## config.mk

```make
export PLATFORM = sky130hd
export DESIGN_NAME = alu_instr_sequencer_flat
export DESIGN_NICKNAME = d
export VERILOG_FILES = /design/src/rtl/alu_instr_sequencer_if.sv /design/src/rtl/alu_instr_sequencer.sv /design/src/flat_wrapper.sv
export SDC_FILE = /design/constraint.sdc
export NUM_CORES = 1
export LEC_CHECK = 0
export CORE_MARGIN = 4
export CORE_UTILIZATION = 43
export CTS_CLUSTER_DIAMETER = 200
export DETAILED_ROUTE_END_ITERATION = 8
export GPL_TIMING_DRIVEN = 0
export PLACE_DENSITY_LB_ADDON = 0.2
export SKIP_LAST_GASP = 1
export SLEW_MARGIN = 10
export SYNTH_ARGS = -nofsm -noshare
export SYNTH_HDL_FRONTEND = slang
export SYNTH_SLANG_ARGS = --single-unit
```

## constraint.sdc

```tcl
create_clock -name clock -period 2.8 [get_ports clock]
set_input_delay 0.56 -clock clock [delete_from_list [all_inputs] [get_ports clock]]
set_output_delay 0.56 -clock clock [all_outputs]
set_load 0.05 [all_outputs]
```

## src/rtl/alu_instr_sequencer_if.sv

```systemverilog
// Control bundle between the instruction sequencer and the datapath:
// run/fetch inputs, bus-driver strobes, register selects and load strobes.
interface alu_instr_sequencer_if #(
  parameter int OPW = 5
) ();
  // Inputs to the sequencer
  logic           Start;
  logic [OPW-1:0] Opcode;
  logic           Mem_Ready;
  // Bus-driver strobes (at most one high per cycle)
  logic PC_Out, MDR_Out, ZHI_Out, ZLO_Out, HI_Out, LO_Out, Rout;
  // Register-field selects
  logic Gra, Grb, Grc;
  // Load strobes
  logic MAR_In, PC_In, IR_In, MDR_In, Y_In, Z_In, HI_In, LO_In, Rin;
  // Memory / ALU control and status
  logic           Read, IncPC;
  logic [OPW-1:0] ALU_Op;
  logic           Busy, Done, Illegal;

  modport master (
    input  Start, Opcode, Mem_Ready,
    output PC_Out, MDR_Out, ZHI_Out, ZLO_Out, HI_Out, LO_Out, Rout,
    output Gra, Grb, Grc,
    output MAR_In, PC_In, IR_In, MDR_In, Y_In, Z_In, HI_In, LO_In, Rin,
    output Read, IncPC, ALU_Op, Busy, Done, Illegal
  );

  modport slave (
    output Start, Opcode, Mem_Ready,
    input  PC_Out, MDR_Out, ZHI_Out, ZLO_Out, HI_Out, LO_Out, Rout,
    input  Gra, Grb, Grc,
    input  MAR_In, PC_In, IR_In, MDR_In, Y_In, Z_In, HI_In, LO_In, Rin,
    input  Read, IncPC, ALU_Op, Busy, Done, Illegal
  );
endinterface

```

## src/rtl/alu_instr_sequencer.sv

```systemverilog
// Hardwired fetch/execute sequencer for register-register ALU ops on a
// single shared bus. Every state drives at most one bus source, so the
// priority bus mux downstream never sees competing drivers.
module alu_instr_sequencer #(
  parameter int OPW         = 5,
  parameter int RDY_TIMEOUT = 15
) (
  input  logic                    clock,
  input  logic                    clear_n,
  alu_instr_sequencer_if.master   bus
);

  localparam int CW = $clog2(RDY_TIMEOUT + 1);
  // Last wait count before giving up on memory
  localparam logic [CW-1:0] TO_LAST = CW'(RDY_TIMEOUT - 1);

  localparam logic [OPW-1:0] OP_ADD = OPW'(0);
  localparam logic [OPW-1:0] OP_SUB = OPW'(1);
  localparam logic [OPW-1:0] OP_AND = OPW'(2);
  localparam logic [OPW-1:0] OP_OR  = OPW'(3);
  localparam logic [OPW-1:0] OP_SHR = OPW'(4);
  localparam logic [OPW-1:0] OP_SHL = OPW'(5);
  localparam logic [OPW-1:0] OP_ROR = OPW'(6);
  localparam logic [OPW-1:0] OP_ROL = OPW'(7);
  localparam logic [OPW-1:0] OP_MUL = OPW'(15);
  localparam logic [OPW-1:0] OP_DIV = OPW'(16);
  localparam logic [OPW-1:0] OP_NEG = OPW'(17);
  localparam logic [OPW-1:0] OP_NOT = OPW'(18);

  typedef enum logic [3:0] {
    S_IDLE, S_T0, S_T1, S_T2, S_T3, S_T4, S_T5, S_T6, S_DONE
  } state_t;

  state_t          state_q, state_d;
  logic [CW-1:0]   cnt_q, cnt_d;
  logic [OPW-1:0]  op_q, op_d;
  logic            illegal_q, illegal_d;

  function automatic logic is_binary(input logic [OPW-1:0] op);
    return op inside {OP_ADD, OP_SUB, OP_AND, OP_OR, OP_SHR, OP_SHL,
                      OP_ROR, OP_ROL, OP_MUL, OP_DIV};
  endfunction

  function automatic logic is_unary(input logic [OPW-1:0] op);
    return op inside {OP_NEG, OP_NOT};
  endfunction

  function automatic logic is_muldiv(input logic [OPW-1:0] op);
    return op inside {OP_MUL, OP_DIV};
  endfunction

  // Next-state: sequencing, memory wait counting and error detection
  always_comb begin
    state_d   = state_q;
    cnt_d     = cnt_q;
    op_d      = op_q;
    illegal_d = 1'b0;
    unique case (state_q)
      S_IDLE: if (bus.Start) state_d = S_T0;
      S_T0:   state_d = S_T1;
      S_T1: begin
        if (bus.Mem_Ready) begin
          state_d = S_T2;
          cnt_d   = '0;
        end else if (cnt_q == TO_LAST) begin
          state_d   = S_IDLE;
          cnt_d     = '0;
          illegal_d = 1'b1;
        end else begin
          cnt_d = cnt_q + CW'(1);
        end
      end
      S_T2:   state_d = S_T3;
      S_T3: begin
        // Latch the opcode so T4/T5 don't depend on IR staying put
        op_d = bus.Opcode;
        if (is_binary(bus.Opcode))     state_d = S_T4;
        else if (is_unary(bus.Opcode)) state_d = S_T5;
        else begin
          state_d   = S_IDLE;
          illegal_d = 1'b1;
        end
      end
      S_T4:   state_d = S_T5;
      S_T5:   state_d = is_muldiv(op_q) ? S_T6 : S_DONE;
      S_T6:   state_d = S_DONE;
      S_DONE: state_d = S_IDLE;
      default: state_d = S_IDLE;
    endcase
  end

  // State, wait counter, latched opcode and the registered Illegal pulse
  always_ff @(posedge clock or negedge clear_n) begin
    if (!clear_n) begin
      state_q   <= S_IDLE;
      cnt_q     <= '0;
      op_q      <= '0;
      illegal_q <= 1'b0;
    end else begin
      state_q   <= state_d;
      cnt_q     <= cnt_d;
      op_q      <= op_d;
      illegal_q <= illegal_d;
    end
  end

  // Moore strobe decode; T3 additionally looks at the live opcode
  always_comb begin
    bus.PC_Out  = 1'b0; bus.MDR_Out = 1'b0; bus.ZHI_Out = 1'b0;
    bus.ZLO_Out = 1'b0; bus.HI_Out  = 1'b0; bus.LO_Out  = 1'b0;
    bus.Rout    = 1'b0;
    bus.Gra     = 1'b0; bus.Grb     = 1'b0; bus.Grc     = 1'b0;
    bus.MAR_In  = 1'b0; bus.PC_In   = 1'b0; bus.IR_In   = 1'b0;
    bus.MDR_In  = 1'b0; bus.Y_In    = 1'b0; bus.Z_In    = 1'b0;
    bus.HI_In   = 1'b0; bus.LO_In   = 1'b0; bus.Rin     = 1'b0;
    bus.Read    = 1'b0; bus.IncPC   = 1'b0;
    bus.ALU_Op  = '0;
    bus.Busy    = (state_q != S_IDLE);
    bus.Done    = (state_q == S_DONE);
    bus.Illegal = illegal_q;
    unique case (state_q)
      S_T0: begin
        bus.PC_Out = 1'b1; bus.MAR_In = 1'b1; bus.IncPC = 1'b1; bus.Z_In = 1'b1;
      end
      S_T1: begin
        // PC only reloads on the first wait cycle; Z already holds PC+1
        bus.ZLO_Out = 1'b1; bus.Read = 1'b1; bus.MDR_In = 1'b1;
        bus.PC_In   = (cnt_q == '0);
      end
      S_T2: begin
        bus.MDR_Out = 1'b1; bus.IR_In = 1'b1;
      end
      S_T3: begin
        if (is_binary(bus.Opcode)) begin
          bus.Grb = 1'b1; bus.Rout = 1'b1; bus.Y_In = 1'b1;
        end else if (is_unary(bus.Opcode)) begin
          bus.Grb = 1'b1; bus.Rout = 1'b1; bus.Z_In = 1'b1;
          bus.ALU_Op = bus.Opcode;
        end
      end
      S_T4: begin
        bus.Grc = 1'b1; bus.Rout = 1'b1; bus.Z_In = 1'b1; bus.ALU_Op = op_q;
      end
      S_T5: begin
        bus.ZLO_Out = 1'b1;
        if (is_muldiv(op_q)) bus.LO_In = 1'b1;
        else begin
          bus.Gra = 1'b1; bus.Rin = 1'b1;
        end
      end
      S_T6: begin
        bus.ZHI_Out = 1'b1; bus.HI_In = 1'b1;
      end
      default: ;
    endcase
  end

endmodule
```

## src/flat_wrapper.sv

```systemverilog
// flat-port wrapper written by rule: the top's interface ports become plain ports
module alu_instr_sequencer_flat 
#(
  parameter int OPW         = 5,
  parameter int RDY_TIMEOUT = 15
)
  (clock, clear_n, bus_Start, bus_Opcode, bus_Mem_Ready, bus_PC_Out, bus_MDR_Out, bus_ZHI_Out, bus_ZLO_Out, bus_HI_Out, bus_LO_Out, bus_Rout, bus_Gra, bus_Grb, bus_Grc, bus_MAR_In, bus_PC_In, bus_IR_In, bus_MDR_In, bus_Y_In, bus_Z_In, bus_HI_In, bus_LO_In, bus_Rin, bus_Read, bus_IncPC, bus_ALU_Op, bus_Busy, bus_Done, bus_Illegal);
  alu_instr_sequencer_if #(.OPW(OPW)) bus_i ();
  input  logic clock;
  input  logic clear_n;
  input wire logic [$bits(bus_i.Start)-1:0] bus_Start;
  input wire logic [$bits(bus_i.Opcode)-1:0] bus_Opcode;
  input wire logic [$bits(bus_i.Mem_Ready)-1:0] bus_Mem_Ready;
  output wire logic [$bits(bus_i.PC_Out)-1:0] bus_PC_Out;
  output wire logic [$bits(bus_i.MDR_Out)-1:0] bus_MDR_Out;
  output wire logic [$bits(bus_i.ZHI_Out)-1:0] bus_ZHI_Out;
  output wire logic [$bits(bus_i.ZLO_Out)-1:0] bus_ZLO_Out;
  output wire logic [$bits(bus_i.HI_Out)-1:0] bus_HI_Out;
  output wire logic [$bits(bus_i.LO_Out)-1:0] bus_LO_Out;
  output wire logic [$bits(bus_i.Rout)-1:0] bus_Rout;
  output wire logic [$bits(bus_i.Gra)-1:0] bus_Gra;
  output wire logic [$bits(bus_i.Grb)-1:0] bus_Grb;
  output wire logic [$bits(bus_i.Grc)-1:0] bus_Grc;
  output wire logic [$bits(bus_i.MAR_In)-1:0] bus_MAR_In;
  output wire logic [$bits(bus_i.PC_In)-1:0] bus_PC_In;
  output wire logic [$bits(bus_i.IR_In)-1:0] bus_IR_In;
  output wire logic [$bits(bus_i.MDR_In)-1:0] bus_MDR_In;
  output wire logic [$bits(bus_i.Y_In)-1:0] bus_Y_In;
  output wire logic [$bits(bus_i.Z_In)-1:0] bus_Z_In;
  output wire logic [$bits(bus_i.HI_In)-1:0] bus_HI_In;
  output wire logic [$bits(bus_i.LO_In)-1:0] bus_LO_In;
  output wire logic [$bits(bus_i.Rin)-1:0] bus_Rin;
  output wire logic [$bits(bus_i.Read)-1:0] bus_Read;
  output wire logic [$bits(bus_i.IncPC)-1:0] bus_IncPC;
  output wire logic [$bits(bus_i.ALU_Op)-1:0] bus_ALU_Op;
  output wire logic [$bits(bus_i.Busy)-1:0] bus_Busy;
  output wire logic [$bits(bus_i.Done)-1:0] bus_Done;
  output wire logic [$bits(bus_i.Illegal)-1:0] bus_Illegal;
  assign bus_i.Start = bus_Start;
  assign bus_i.Opcode = bus_Opcode;
  assign bus_i.Mem_Ready = bus_Mem_Ready;
  assign bus_PC_Out = bus_i.PC_Out;
  assign bus_MDR_Out = bus_i.MDR_Out;
  assign bus_ZHI_Out = bus_i.ZHI_Out;
  assign bus_ZLO_Out = bus_i.ZLO_Out;
  assign bus_HI_Out = bus_i.HI_Out;
  assign bus_LO_Out = bus_i.LO_Out;
  assign bus_Rout = bus_i.Rout;
  assign bus_Gra = bus_i.Gra;
  assign bus_Grb = bus_i.Grb;
  assign bus_Grc = bus_i.Grc;
  assign bus_MAR_In = bus_i.MAR_In;
  assign bus_PC_In = bus_i.PC_In;
  assign bus_IR_In = bus_i.IR_In;
  assign bus_MDR_In = bus_i.MDR_In;
  assign bus_Y_In = bus_i.Y_In;
  assign bus_Z_In = bus_i.Z_In;
  assign bus_HI_In = bus_i.HI_In;
  assign bus_LO_In = bus_i.LO_In;
  assign bus_Rin = bus_i.Rin;
  assign bus_Read = bus_i.Read;
  assign bus_IncPC = bus_i.IncPC;
  assign bus_ALU_Op = bus_i.ALU_Op;
  assign bus_Busy = bus_i.Busy;
  assign bus_Done = bus_i.Done;
  assign bus_Illegal = bus_i.Illegal;
  alu_instr_sequencer #(.OPW(OPW), .RDY_TIMEOUT(RDY_TIMEOUT)) u_core (.clock(clock), .clear_n(clear_n), .bus(bus_i));
endmodule
```

==> reports/summary.md <==
• **result of the run** finished clean
• **count of mapped cells out of synthesis** 120
• **final critical-path setup slack** 0.0484 ns
• **number of top-level pins** 38
• **M1 WL** 1080 µm
• **Die Area** 0.00310 mm²
• **post-synth cell types** 36
• **most common cell after layout, fill and taps aside** nand2_1
• **Netlist Area Pre-Place** 976 µm²
• **Met3 Wirelength** 175 µm
• **max layer used** met4
• **data required time of the critical path** 2.24 ns
• **total length of routed wires** 2720 µm
• **Hold Violations, Final** 0
• **post-CTS setup buffer count** 0
• **transition at the pin with the smallest max-transition slack** 0.671 ns
• **Clock transition at path regs** 0.10 ns
• **maximum clock skew at final layout** 0.00263 ns
• **ranking of synthesized cells by area** dfrtp_1, nand2_1, buf_4
• **post-synthesis register bit count** 14
• **combined buffer and inverter count along the critical path** 2
• **Antenna Cells** 0
• **Rel. slew slack** 0.551
• **final critical-path required period** 2.75 ns
• **layout overhead on the synthesized area** 45.4%
• **number of antenna violations at the first check in global routing** 0
• **kind of cell with the highest combined delay on the critical path** buffers and inverters
• **final non-filler cell area** 0.00142 mm²
• **RSZ-0062 raised after global routing** true
• **path type of the worst setup path** in2out
• **1st-iter DRT viols** 25
• **NumNets Final** 172
• **Max VDD drop** 0.681 mV
• **initial core utilization** 0.473
• **highest-count cells in the layout ignoring fill and taps** nand2_1, clkdlybuf4s50_1, dfrtp_1, buf_4, nor2_1
• **TritonCTS clock tree** yes
• **placeable core region** 0.00206 mm²
• **library cell contributing the largest single delay on the critical path** clkdlybuf4s50_1
• **first-pass GRT wire length** 4500 µm
• **input/output buffers** 35
• **GRT Resource Usage Total** 0.181
• **Max Freq** 0.363 GHz
• **Routed met2 length** 1440 µm
• **vias after detailed routing** 988
• **DP Worst Slack** -0.528 ns
• **top cell type by total area after synthesis** dfrtp_1
• **Post-Syn Area per Cell** 8.13 µm²
• **weighted congestion reported at the end of routability-driven placement** 0.764
• **CTS Sinks** 14
• **Startpoint Class** input port
• **MaxCap Viol Count** 0
• **HP Class** reg2reg
• **CP cell instances** clkdlybuf4s50_1, xor2_1, and4_1, a22oi_1, nor3_1, clkdlybuf4s18_2
• **Chip Width** 55.6 µm
• **pwr/cell area** 1050 mW/mm²
• **share of layout cells above drive strength 1** 0.252
• **post-detailed-route DRC marker count** 0
• **sequential share of the synthesized area** 0.359
• **CTS buffer count** 3
• **vias in the first global route** 937
• **yosys warns** 0
• **area of combinational cells with multiple inputs** 566 µm²
• **average vias per placed instance** 5.31
• **leakage power figure** 0.706 nW
• **number of rows created at floorplan** 16
• **Die H** 55.6 µm
• **first drt pass iteration count** 4
• **number of filler cells placed in the layout** 181
• **total design power** 0.00150 W
• **sum of overflow across all layers after global routing** 0
• **clock latency at the later pin of the worst-skew pair** 0.29 ns
• **Final Max Slew Viols** 0
• **Period Utilization, post-route** 0.983
• **area share of the leading cell type in the synthesized netlist** 0.359
• **Cell Area, Placed** 0.00140 mm²
• **sequential cell area in the final layout** 350 µm²
• **post-detailed-route wirelength per cell** 14.6 µm
• **number of setup violations in the final report** 0
• **largest net degree at the start of global routing** 15
• **number of antenna-violating nets in the routed design** 0
• **CTS Root Buffer Type** clkbuf_4
• **maximum clock insertion buffer count** 2
• **Critical Path Sink Type** primary output
• **H-tree levels** 1
• **sum of net half-perimeters after detailed placement** 2090 µm
• **largest incremental delay on the critical path** 0.60 ns
• **largest fanout on the critical path** 6
• **endpoint arrival time on the critical path** 2.19 ns
-- cell families (layout without fill, tap and decap cells) --
group / count (synthesis) / after routing / synth area share
multiplexers: 1 / 1 / 0.0103
adder cells (fa/ha/maj): 3 / 3 / 0.0385
AND/OR/NAND/NOR: 65 / 65 / 0.360
flip-flops: 14 / 14 / 0.359
other: 1 / 2 / 0.00384
XOR/XNOR: 1 / 1 / 0.00898
buffers and inverters: 20 / 58 / 0.127
AO/OA/AOI/OAI: 15 / 15 / 0.0923
-- final timing paths --
path | from | endpoint | slack (ns) | cells after the start
setup reg to reg | u_core.state_q[3] | u_core.cnt_q[3] | 0.71 | 6
hold reg to reg | u_core.op_q[3] | u_core.op_q[3] | 0.54 | 2
max in group asynchronous | clear_n | u_core.op_q[1] | 1.71 | 1
min in group asynchronous | clear_n | u_core.cnt_q[0] | 0.67 | 1
setup / recovery | bus_Opcode[1] | bus_ALU_Op[0] | 0.05 | 6
hold / removal | u_core.op_q[3] | u_core.op_q[3] | 0.54 | 2
-- stage by stage --
step                      instances  TNS [ns]  hold slack (ns)  utilization
after floorplan                 121    -0.735            0.264            -
after global placement          183     -2.68            0.502        0.677
after detailed placement        183     -2.83            0.517        0.677
after CTS                       186    -0.381            0.548        0.689
after global routing            186    -0.160            0.586        0.688
final                           186         0            0.543        0.688
-- final cells by class --
class / instances / area share
inverters: 6 / 0.0159
clock buffers: 4 / 0.0256
well taps: 27 / 0.0238
flip-flops and latches: 14 / 0.247
multi-input cells: 87 / 0.399
repair buffers: 35 / 0.220
plain buffers: 13 / 0.0688
-- tightest hold or removal path, delay by kind of cell, from the launching register on --
kind / cells / cell delay, ns
flip-flops: 1 / 0.40
AND/OR/NAND/NOR: 2 / 0.12
-- routing by layer --
| layer | track usage | vias to the layer above |
|---|---|---|
| met5 | 0 | - |
| met4 | 0.0417 | 0 |
| met3 | 0.0418 | 5 |
| met2 | 0.334 | 34 |
| met1 | 0.208 | 461 |
| li1 | - | 488 |
-- cell usage after synthesis, drive strengths merged --
cell and number:
nand2 23, dfrtp 14, buf 13, nor2 7
nor3 7, o21ai 7, inv 6, a31oi 3
ha 3, nand2b 3, nor4b 3, or2 3
or3 3, or4 3, a22oi 2, and2 2
nand3 2, nand4 2, or4b 2, a211o 1
a21oi 1, and3 1, and4 1, clkbuf 1
conb 1, mux2i 1, nand3b 1, nand4b 1
nor3b 1, o31ai 1, xor2 1
-- what timing repair did --
action | 4_1_cts | 5_1_grt
hold buffers | 0 | 0
endpoints found under the hold margin | 0 | 0
setup endpoints to repair | 19 | 14
resized for setup | 48 | 17
-- registers in the layout, summed over array words and instances, names as in the netlist --
| signal | flops |
|---|---|
| u_core.cnt_q | 4 |
| u_core.state_q | 4 |
| u_core.op_q | 5 |
| u_core.bus.Illegal | 1 |
-- power breakdown --
group          total (W)  leakage (nW)  internal (W)  switching [W]
Clock           0.000157        0.0210     0.0000793      0.0000777
Combinational   0.000994         0.505      0.000331       0.000662
Sequential      0.000345         0.180      0.000280      0.0000656
Total            0.00150         0.706      0.000690       0.000805
(Power assumes the default switching activity.)
